--- config.mk ---
export PLATFORM = sky130hd
export DESIGN_NAME = mul_div_unit
export DESIGN_NICKNAME = d
export VERILOG_FILES = /design/src/rtl/mul_div_pkg.sv /design/src/rtl/mul_div_abs.sv /design/src/rtl/mul_div_unit.sv
export SDC_FILE = /design/constraint.sdc
export NUM_CORES = 1
export LEC_CHECK = 0
export BUFFER_PORTS_ARGS = -buffer_cell sky130_fd_sc_hd__buf_2
export CORE_ASPECT_RATIO = 0.9
export CORE_MARGIN = 1
export CORE_UTILIZATION = 55
export CTS_CLUSTER_SIZE = 16
export DETAILED_ROUTE_END_ITERATION = 10
export PLACE_DENSITY = 0.79
export SKIP_CTS_REPAIR_TIMING = 1
export SLEW_MARGIN = 0
export SYNTH_ARGS = -nofsm -noshare
export SYNTH_HDL_FRONTEND = slang
export SYNTH_SLANG_ARGS = --single-unit
--- constraint.sdc ---
create_clock -name clk -period 3 [get_ports clk]
set_input_delay 0.15 -clock clk [delete_from_list [all_inputs] [get_ports clk]]
set_output_delay 0.15 -clock clk [all_outputs]
set_load 0.01 [all_outputs]
--- src/rtl/mul_div_pkg.sv ---
// Shared encodings for the iterative multiply/divide unit.
// MUL_DIV_MADD_EN (see mul_div_unit) enables the OP_MADD/OP_MADDU encodings.
package mul_div_pkg;

    localparam logic [2:0] OP_MULT  = 3'd0;
    localparam logic [2:0] OP_MULTU = 3'd1;
    localparam logic [2:0] OP_DIV   = 3'd2;
    localparam logic [2:0] OP_DIVU  = 3'd3;
    localparam logic [2:0] OP_MADD  = 3'd4;
    localparam logic [2:0] OP_MADDU = 3'd5;

    typedef enum logic [1:0] {
        ST_IDLE,
        ST_CALC,
        ST_FIX
    } state_e;

    // Iteration counter width for a given iteration count.
    function automatic int unsigned cnt_width(input int unsigned iter);
        return (iter > 1) ? $clog2(iter) : 1;
    endfunction

endpackage

--- src/rtl/mul_div_abs.sv ---
// Conditional two's-complement negation: magnitude on operand entry, sign restore in FIX.
module mul_div_abs #(
    parameter int unsigned WIDTH = 32
) (
    input  logic [WIDTH-1:0] value,
    input  logic             negate,
    output logic [WIDTH-1:0] result
);

    assign result = negate ? -value : value;

endmodule

--- src/rtl/mul_div_unit.sv ---
// Iterative MULT/MULTU/DIV/DIVU unit with architectural HI/LO registers.
// Define MUL_DIV_MADD_EN to enable MADD/MADDU (64-bit accumulate into {hi,lo}).
module mul_div_unit
    import mul_div_pkg::*;
#(
    parameter int unsigned WIDTH = 32,
    parameter int unsigned ITER  = WIDTH
) (
    input  logic             clk,
    input  logic             reset_n,
    input  logic [WIDTH-1:0] a,
    input  logic [WIDTH-1:0] b,
    input  logic [2:0]       op,
    input  logic             start,
    input  logic             wr_hi,
    input  logic             wr_lo,
    input  logic [WIDTH-1:0] wdata,
    output logic             busy,
    output logic             done,
    output logic             div_zero,
    output logic [WIDTH-1:0] hi,
    output logic [WIDTH-1:0] lo
);

    localparam int unsigned      CNT_W    = cnt_width(ITER);
    localparam logic [CNT_W-1:0] CNT_LAST = CNT_W'(ITER - 1);

    state_e           state_q, state_d;
    logic [CNT_W-1:0] cnt_q, cnt_d;
    logic [WIDTH-1:0] acc_hi_q, acc_hi_d, acc_lo_q, acc_lo_d;
    logic [WIDTH-1:0] opnd_q, opnd_d;
    logic [WIDTH-1:0] hi_q, hi_d, lo_q, lo_d;
    logic             is_div_q, is_div_d, neg_res_q, neg_res_d, neg_rem_q, neg_rem_d;
    logic             b_zero_q, b_zero_d, done_q, done_d, dz_q, dz_d;

    logic op_legal, op_div, op_signed;
`ifdef MUL_DIV_MADD_EN
    logic op_madd, madd_q, madd_d;
`endif

    always_comb begin
        op_legal  = 1'b0;
        op_div    = 1'b0;
        op_signed = 1'b0;
`ifdef MUL_DIV_MADD_EN
        op_madd   = 1'b0;
`endif
        case (op)
            OP_MULT:  begin op_legal = 1'b1; op_signed = 1'b1; end
            OP_MULTU: op_legal = 1'b1;
            OP_DIV:   begin op_legal = 1'b1; op_div = 1'b1; op_signed = 1'b1; end
            OP_DIVU:  begin op_legal = 1'b1; op_div = 1'b1; end
`ifdef MUL_DIV_MADD_EN
            OP_MADD:  begin op_legal = 1'b1; op_signed = 1'b1; op_madd = 1'b1; end
            OP_MADDU: begin op_legal = 1'b1; op_madd = 1'b1; end
`endif
            default:  ;
        endcase
    end

    logic [WIDTH-1:0] a_mag, b_mag;

    mul_div_abs #(.WIDTH(WIDTH)) u_abs_a (
        .value  (a),
        .negate (op_signed & a[WIDTH-1]),
        .result (a_mag)
    );

    mul_div_abs #(.WIDTH(WIDTH)) u_abs_b (
        .value  (b),
        .negate (op_signed & b[WIDTH-1]),
        .result (b_mag)
    );

    // One iteration step. Multiply: acc_lo holds the multiplier, product shifts in from the top.
    // Divide: acc_lo holds dividend bits shifting out and quotient bits shifting in.
    logic [WIDTH:0]   mul_sum, mul_add, div_shift, div_diff;
    logic [WIDTH-1:0] calc_hi, calc_lo;

    always_comb begin
        mul_sum   = {1'b0, acc_hi_q} + {1'b0, opnd_q};
        mul_add   = acc_lo_q[0] ? mul_sum : {1'b0, acc_hi_q};
        div_shift = {acc_hi_q, acc_lo_q[WIDTH-1]};
        div_diff  = div_shift - {1'b0, opnd_q};
        if (is_div_q) begin
            calc_hi = div_diff[WIDTH] ? div_shift[WIDTH-1:0] : div_diff[WIDTH-1:0];
            calc_lo = {acc_lo_q[WIDTH-2:0], ~div_diff[WIDTH]};
        end else begin
            calc_hi = mul_add[WIDTH:1];
            calc_lo = {mul_add[0], acc_lo_q[WIDTH-1:1]};
        end
    end

    logic [2*WIDTH-1:0] prod_fix;
    logic [WIDTH-1:0]   quo_fix, rem_fix;

    mul_div_abs #(.WIDTH(2 * WIDTH)) u_fix_prod (
        .value  ({acc_hi_q, acc_lo_q}),
        .negate (neg_res_q),
        .result (prod_fix)
    );

    mul_div_abs #(.WIDTH(WIDTH)) u_fix_quo (
        .value  (acc_lo_q),
        .negate (neg_res_q),
        .result (quo_fix)
    );

    mul_div_abs #(.WIDTH(WIDTH)) u_fix_rem (
        .value  (acc_hi_q),
        .negate (neg_rem_q),
        .result (rem_fix)
    );

`ifdef MUL_DIV_MADD_EN
    logic [2*WIDTH-1:0] madd_sum;
    assign madd_sum = {hi_q, lo_q} + prod_fix;
`endif

    always_comb begin
        state_d   = state_q;
        cnt_d     = cnt_q;
        acc_hi_d  = acc_hi_q;
        acc_lo_d  = acc_lo_q;
        opnd_d    = opnd_q;
        hi_d      = hi_q;
        lo_d      = lo_q;
        is_div_d  = is_div_q;
        neg_res_d = neg_res_q;
        neg_rem_d = neg_rem_q;
        b_zero_d  = b_zero_q;
        dz_d      = dz_q;
        done_d    = 1'b0;
`ifdef MUL_DIV_MADD_EN
        madd_d    = madd_q;
`endif
        case (state_q)
            ST_IDLE: begin
                if (start && op_legal) begin
                    state_d   = ST_CALC;
                    cnt_d     = '0;
                    acc_hi_d  = '0;
                    acc_lo_d  = op_div ? a_mag : b_mag;
                    opnd_d    = op_div ? b_mag : a_mag;
                    is_div_d  = op_div;
                    neg_res_d = op_signed & (a[WIDTH-1] ^ b[WIDTH-1]);
                    neg_rem_d = op_signed & a[WIDTH-1];
                    b_zero_d  = (b == '0);
                    dz_d      = 1'b0;
`ifdef MUL_DIV_MADD_EN
                    madd_d    = op_madd;
`endif
                end else begin
                    if (wr_hi) hi_d = wdata;
                    if (wr_lo) lo_d = wdata;
                end
            end
            ST_CALC: begin
                acc_hi_d = calc_hi;
                acc_lo_d = calc_lo;
                cnt_d    = cnt_q + CNT_W'(1);
                if (cnt_q == CNT_LAST) state_d = ST_FIX;
            end
            ST_FIX: begin
                if (is_div_q) begin
                    hi_d = rem_fix;
                    lo_d = b_zero_q ? '1 : quo_fix;
                    dz_d = b_zero_q;
`ifdef MUL_DIV_MADD_EN
                end else if (madd_q) begin
                    {hi_d, lo_d} = madd_sum;
`endif
                end else begin
                    {hi_d, lo_d} = prod_fix;
                end
                done_d  = 1'b1;
                state_d = ST_IDLE;
            end
            default: state_d = ST_IDLE;
        endcase
    end

    always_ff @(posedge clk or negedge reset_n) begin
        if (!reset_n) begin
            state_q   <= ST_IDLE;
            cnt_q     <= '0;
            acc_hi_q  <= '0;
            acc_lo_q  <= '0;
            opnd_q    <= '0;
            hi_q      <= '0;
            lo_q      <= '0;
            is_div_q  <= 1'b0;
            neg_res_q <= 1'b0;
            neg_rem_q <= 1'b0;
            b_zero_q  <= 1'b0;
            dz_q      <= 1'b0;
            done_q    <= 1'b0;
`ifdef MUL_DIV_MADD_EN
            madd_q    <= 1'b0;
`endif
        end else begin
            state_q   <= state_d;
            cnt_q     <= cnt_d;
            acc_hi_q  <= acc_hi_d;
            acc_lo_q  <= acc_lo_d;
            opnd_q    <= opnd_d;
            hi_q      <= hi_d;
            lo_q      <= lo_d;
            is_div_q  <= is_div_d;
            neg_res_q <= neg_res_d;
            neg_rem_q <= neg_rem_d;
            b_zero_q  <= b_zero_d;
            dz_q      <= dz_d;
            done_q    <= done_d;
`ifdef MUL_DIV_MADD_EN
            madd_q    <= madd_d;
`endif
        end
    end

    assign busy     = (state_q != ST_IDLE);
    assign done     = done_q;
    assign div_zero = dz_q;
    assign hi       = hi_q;
    assign lo       = lo_q;

endmodule

== Yosys cells after proc, flatten, opt, wreduce, memory -nomap -nowiden ==
Index checks and enable logic that the tools add are counted.

* Flip-flop bits (word level): 173
* Bits of input ports: 104
* Output and inout bits: 67
* Logic and storage cells: 90

* $add $sub $neg: 8
* Equality and inequality tests: 12
* Multiplexer cells: 36
* Bitwise logic cells: 5
* Reductions and logical operators: 16

{| class="wikitable"
|+ Operator list
! operator !! number
|-
| 2-to-1 mux 32 bit || 18
|-
| case mux 32 bit (2 select lines) || 4
|-
| negation 32 bit || 4
|-
| 2-to-1 mux 64 bit || 1
|-
| negation 64 bit || 1
|-
| adder 32 x 32 -> 33 bit || 1
|-
| 2-to-1 mux 33 bit || 1
|-
| subtractor 33 x 32 -> 33 bit || 1
|-
| zero test 32 bit || 1
|-
| != test 2 bit (second input constant) || 6
|-
| case mux 5 bit (2 select lines) || 1
|-
| AND reduction 3 bit || 3
|-
| == test 3 x 2 -> 1 bit (second input constant) || 2
|-
| 2-to-1 mux 1 bit || 6
|-
| AND reduction 2 bit || 3
|-
| nonzero test 2 bit || 3
|-
| adder 5 x 1 -> 5 bit (second input constant) || 1
|-
| == test 5 bit (second input constant) || 1
|-
| 2-to-1 mux 5 bit || 1
|-
| 2-to-1 mux 2 bit || 2
|-
| case mux 2 bit (2 select lines) || 1
|-
| OR reduction 2 bit || 2
|-
| OR reduction 4 bit || 1
|-
| AND 1 bit || 3
|-
| other kinds (9) || 9
|}

== Depth between registers and ports, before layout ==
* Word-level depth: 8
* Mapped depth: 13
* Mapped depth without buffers: 12

== Hierarchy ==
A second synthesis with hierarchy kept.

* Cells, all modules: 2119
* Area, all modules: 17668.2 µm²

{| class="wikitable"
|+ Modules (own cells, without submodules)
! module !! instances !! cells each !! area each (µm²)
|-
| mul_div_unit || 1 || 1489 || 13146.4
|-
| mul_div_abs (u_abs_a ...) || 4 || 108 || 767.0
|-
| mul_div_abs (u_fix_prod) || 1 || 198 || 1453.9
|}

== Worst setup path before layout ==
Ideal clock, no wire load.

* Path kind: reg-to-reg
* Start: reg acc_hi_q[0]
* End: reg acc_hi_q[29]
* Setup time: 0.142 ns
* Data arrival time: 3.023 ns
* Required time: 2.858 ns
* Slack: -0.165 ns
* Cell stages (with the launch flop): 13
* Path buffers: 0
* Clock period less this slack: 3.165 ns
* Cell sequence: dfrtp_1 ha_1 inv_1 fa_1 nand2b_1 a21o_1 a2111oi_1 o211ai_1 a211oi_1 nor2_1 o21a_1 o41ai_1 a22oi_1

* Word-level cells in the longest chain between the ends: 4
* Elaborated cells on any way between the ends: 6
* Classes of those cells: add/sub (2); mux (4)

{| class="wikitable"
|+ RTL lines
! element !! line !! text
|-
| start: declaration || mul_div_unit.sv:30 || <nowiki>logic [WIDTH-1:0] acc_hi_q, acc_hi_d, acc_lo_q, acc_lo_d;</nowiki>
|-
| start signal: assignment || mul_div_unit.sv:204 || <nowiki>acc_hi_q <= acc_hi_d;</nowiki>
|-
| subtractor 33 x 32 -> 33 bit / adder 32 x 32 -> 33 bit (equally long branches) || mul_div_unit.sv:84, mul_div_unit.sv:81 ||
|-
| 2-to-1 mux 32 bit / 2-to-1 mux 33 bit (equally long branches) || mul_div_unit.sv:86, mul_div_unit.sv:82 ||
|-
| 2-to-1 mux 32 bit * || mul_div_unit.sv:85 || <nowiki>if (is_div_q) begin</nowiki>
|-
| case mux 32 bit (2 select lines) * || mul_div_unit.sv:137 || <nowiki>case (state_q)</nowiki>
|}

Every way passes the cells marked *; elsewhere a longest branch is shown, timed or not.
A chain may end at the register's enable or synchronous reset.

== Worst setup path after layout ==
* Start: reg opnd_q[0]
* End: reg acc_hi_q[19]

* Word-level cells in the longest chain between the ends: 4
* Elaborated cells on any way between the ends: 6
* Classes of those cells: add/sub (2); mux (4)

{| class="wikitable"
|+ RTL lines
! element !! line !! text
|-
| start: declaration || mul_div_unit.sv:31 || <nowiki>logic [WIDTH-1:0] opnd_q, opnd_d;</nowiki>
|-
| start signal: assignment || mul_div_unit.sv:206 || <nowiki>opnd_q <= opnd_d;</nowiki>
|-
| subtractor 33 x 32 -> 33 bit / adder 32 x 32 -> 33 bit (equally long branches) || mul_div_unit.sv:84, mul_div_unit.sv:81 ||
|-
| 2-to-1 mux 32 bit / 2-to-1 mux 33 bit (equally long branches) || mul_div_unit.sv:86, mul_div_unit.sv:82 ||
|-
| 2-to-1 mux 32 bit * || mul_div_unit.sv:85 ||
|-
| case mux 32 bit (2 select lines) * || mul_div_unit.sv:137 ||
|}

Marks and branches as above.

==> results.yml <==
worst_setup_path:
  end_kind: "flop"
  cp.required_ns: 3.34
  critPathLaunchType: "flop"
  worst-path-max-fanout: 3
  crit_arrival_ns: 3.71
  critical_path_class: "flop to flop"
pwr:
  power_density_nw_per_um2: 1400
  ir_worst_vdd_mv: 0.861
  leakage_nw: 8.12
  total_power_mw: 26.2
logic_synthesis:
  async_reset_ff_frac: 1.00
  synth_ff_type: "dfrtp_1"
  ys_seq_elements: 173
  seq_area_frac_synth: 0.285
  synth_cells: 1944
  ys_types: 86
  synthTopCellsByArea: "dfrtp_1 (29%), a21oi_1 (6.0%), ha_1 (5.8%)"
  synth_top_area_share: 0.285
  synth_nets: 2120
  syn-cell-area_um2: 15200
  yosys.area.top_type: "dfrtp_1"
  yosysWarnings: 0
  synth.avg_cell_area_um2: 7.81
  synth_edf_count: 0
detailed_routing:
  dr.pass1.iters: 6
  wirelength_um: 59500
  postRouteAntennaNets: 0
  vias: 16991
  wire_per_inst_um: 23.0
  viasPerCell: 6.56
  drt_iter0_drc: 2420
  drc: 0
clock_tree:
  clk_latency_ns: 0.46
  tritoncts: "yes"
  cts_buffer_depth: 2
  cts.sinks: 173
  h-tree-depth: 4
  cts_buffers: 17
  cts.root.buffer_cell: "clkbuf_16"
  clkTransAtPathRegs_ns: 0.08
min_path:
  worstHoldPathType: "input pin to flop"
global_routing:
  grt_usage: 0.414
  grt_pass1_wl_um: 89300
  grt_max_degree: 70
  grt-ovfl-total: 0
  antenna_found_initial: 1
  grt_pass1_vias: 15353
run_status:
  failed_checks: "negative hold slack, negative setup slack"
  status: "complete, but fails checks"
timing:
  setup_viol: 33
  tightest_slew_ns: 1.09
  period_minus_slack_ns: 3.37
  slew-limit-headroom: 0.271
  fin_skew_ns: 0.0160
  hold_viol: 1
  hold_slack_ns: -0.000708
  fmax_mhz: 296
  maxSlewViolCount: 0
  timing.final.ws_setup_ns: -0.373
  setup_tns_ns: -9.07
  rsz0062_at_grt: "true"
  final.period_utilization: 1.12
cells_and_area:
  drive_gt1_frac: 0.223
  layout_commonest_cell: "nand2_1"
  fin_area_um2: 18700
  area_delta_synth_final_pct: 23.2
  final_cell_mix: "nand2_1 (212), buf_4 (189), a21oi_1 (181)"
  fin_nets: 2398
flow_run:
  max-cap-violations: 0
place:
  hpwl_um: 46500
  placed_cell_area_um2: 17600
  io_buffers: 170
  place.gp.congestion: 1.01
die:
  core-area_um2: 27000
  rows: 57
  start_util: 0.562
  die_w_um: 177
  die_y_um: 160
  die_area_um2: 28300
  ioPinCount: 171
## synth_stat cells, drive strengths merged (46+ instances only)
| cell | instances |
|---|---|
| a211oi | 60 |
| xor2 | 67 |
| o21ai | 181 |
| nand2 | 215 |
| inv | 67 |
| nor3 | 46 |
| o22ai | 48 |
| a21oi | 183 |
| dfrtp | 173 |
| xnor2 | 99 |
| nor2 | 141 |
| clkbuf | 106 |
| ha | 70 |
## cell families after synthesis
| logic type | Yosys count | share of synthesized area |
|---|---|---|
| buf+inv | 189 | 0.0470 |
| compound gates | 692 | 0.288 |
| simple gates | 602 | 0.191 |
| mux | 50 | 0.0334 |
| xor+xnor | 166 | 0.0957 |
| fa+ha+maj | 72 | 0.0603 |
| flops | 173 | 0.285 |
## flip-flops by register name, summed over array words and instances (netlist names), 2 cells and up
| signal | count |
|---|---|
| cnt_q | 5 |
| acc_hi_q | 32 |
| acc_lo_q | 32 |
| state_q | 2 |
| hi | 32 |
| opnd_q | 32 |
| lo | 32 |
## final timing paths
| kind | from | endpoint | slack [ns] | cells past startpoint |
|---|---|---|---|---|
| max | opnd_q[0] | acc_hi_q[19] | -0.37 | 12 |
| min | wdata[31] | hi[31] | -0.0007 | 3 |
| max reg2reg | opnd_q[0] | acc_hi_q[19] | -0.37 | 12 |
| min reg2reg | lo[9] | lo[9] | 0.48 | 2 |
| max in group asynchronous | reset_n | is_div_q | 1.90 | 3 |
| min in group asynchronous | reset_n | hi[24] | 0.19 | 2 |
## routing by layer
metal	track usage	part of all wire	vias to the layer above
met4	0.150	0.041	0
met2	0.588	0.42	1118
met1	0.595	0.41	8026
li1	-	-	7694
met3	0.114	0.13	153
met5	0	0	-
## through the flow
step                utilization  hold slack, ns  setup slack, ns  std cells
finish                    0.692       -0.000708           -0.373       2590
CTS                       0.674          -0.357           -0.366       2575
global placement          0.652           0.114           -0.231       2543
global route              0.692          0.0199           -0.444       2589
floorplan                     -          -0.146          -0.0230       1944
detailed placement        0.652           0.120           -0.335       2543
## worst max-delay path, stage by stage, from the launching register on
cell and delay, ns:
dfrtp_1 0.40, buf_6 0.13, ha_4 0.15, fa_2 0.37, nand2b_4 0.16, a21o_1 0.21
a2111o_1 0.42, nand4_1 0.17, nand4_1 0.23, a21boi_2 0.32, nor2_4 0.08, mux2_4 0.30
a221o_1 0.30
## report_power, final
part           leakage (nW)  total [mW]  internal [mW]  switching [mW]
clock                 0.294        2.35           1.14            1.21
sequential             2.07        4.60           3.47            1.13
combinational          5.75        19.2           8.24            11.0
## layout make-up
type	count	area [um^2]
Antenna cell	1	2.50
Clock buffer	17	425
Clock inverter	15	188
Fill cell	2261	8310
Inverter	68	255
Multi-Input combinational cell	1582	10500
Sequential cell	173	4330
Tap cell	354	443
Timing Repair Buffer	380	2560
No activity file was read; power rests on OpenSTA's default activity.
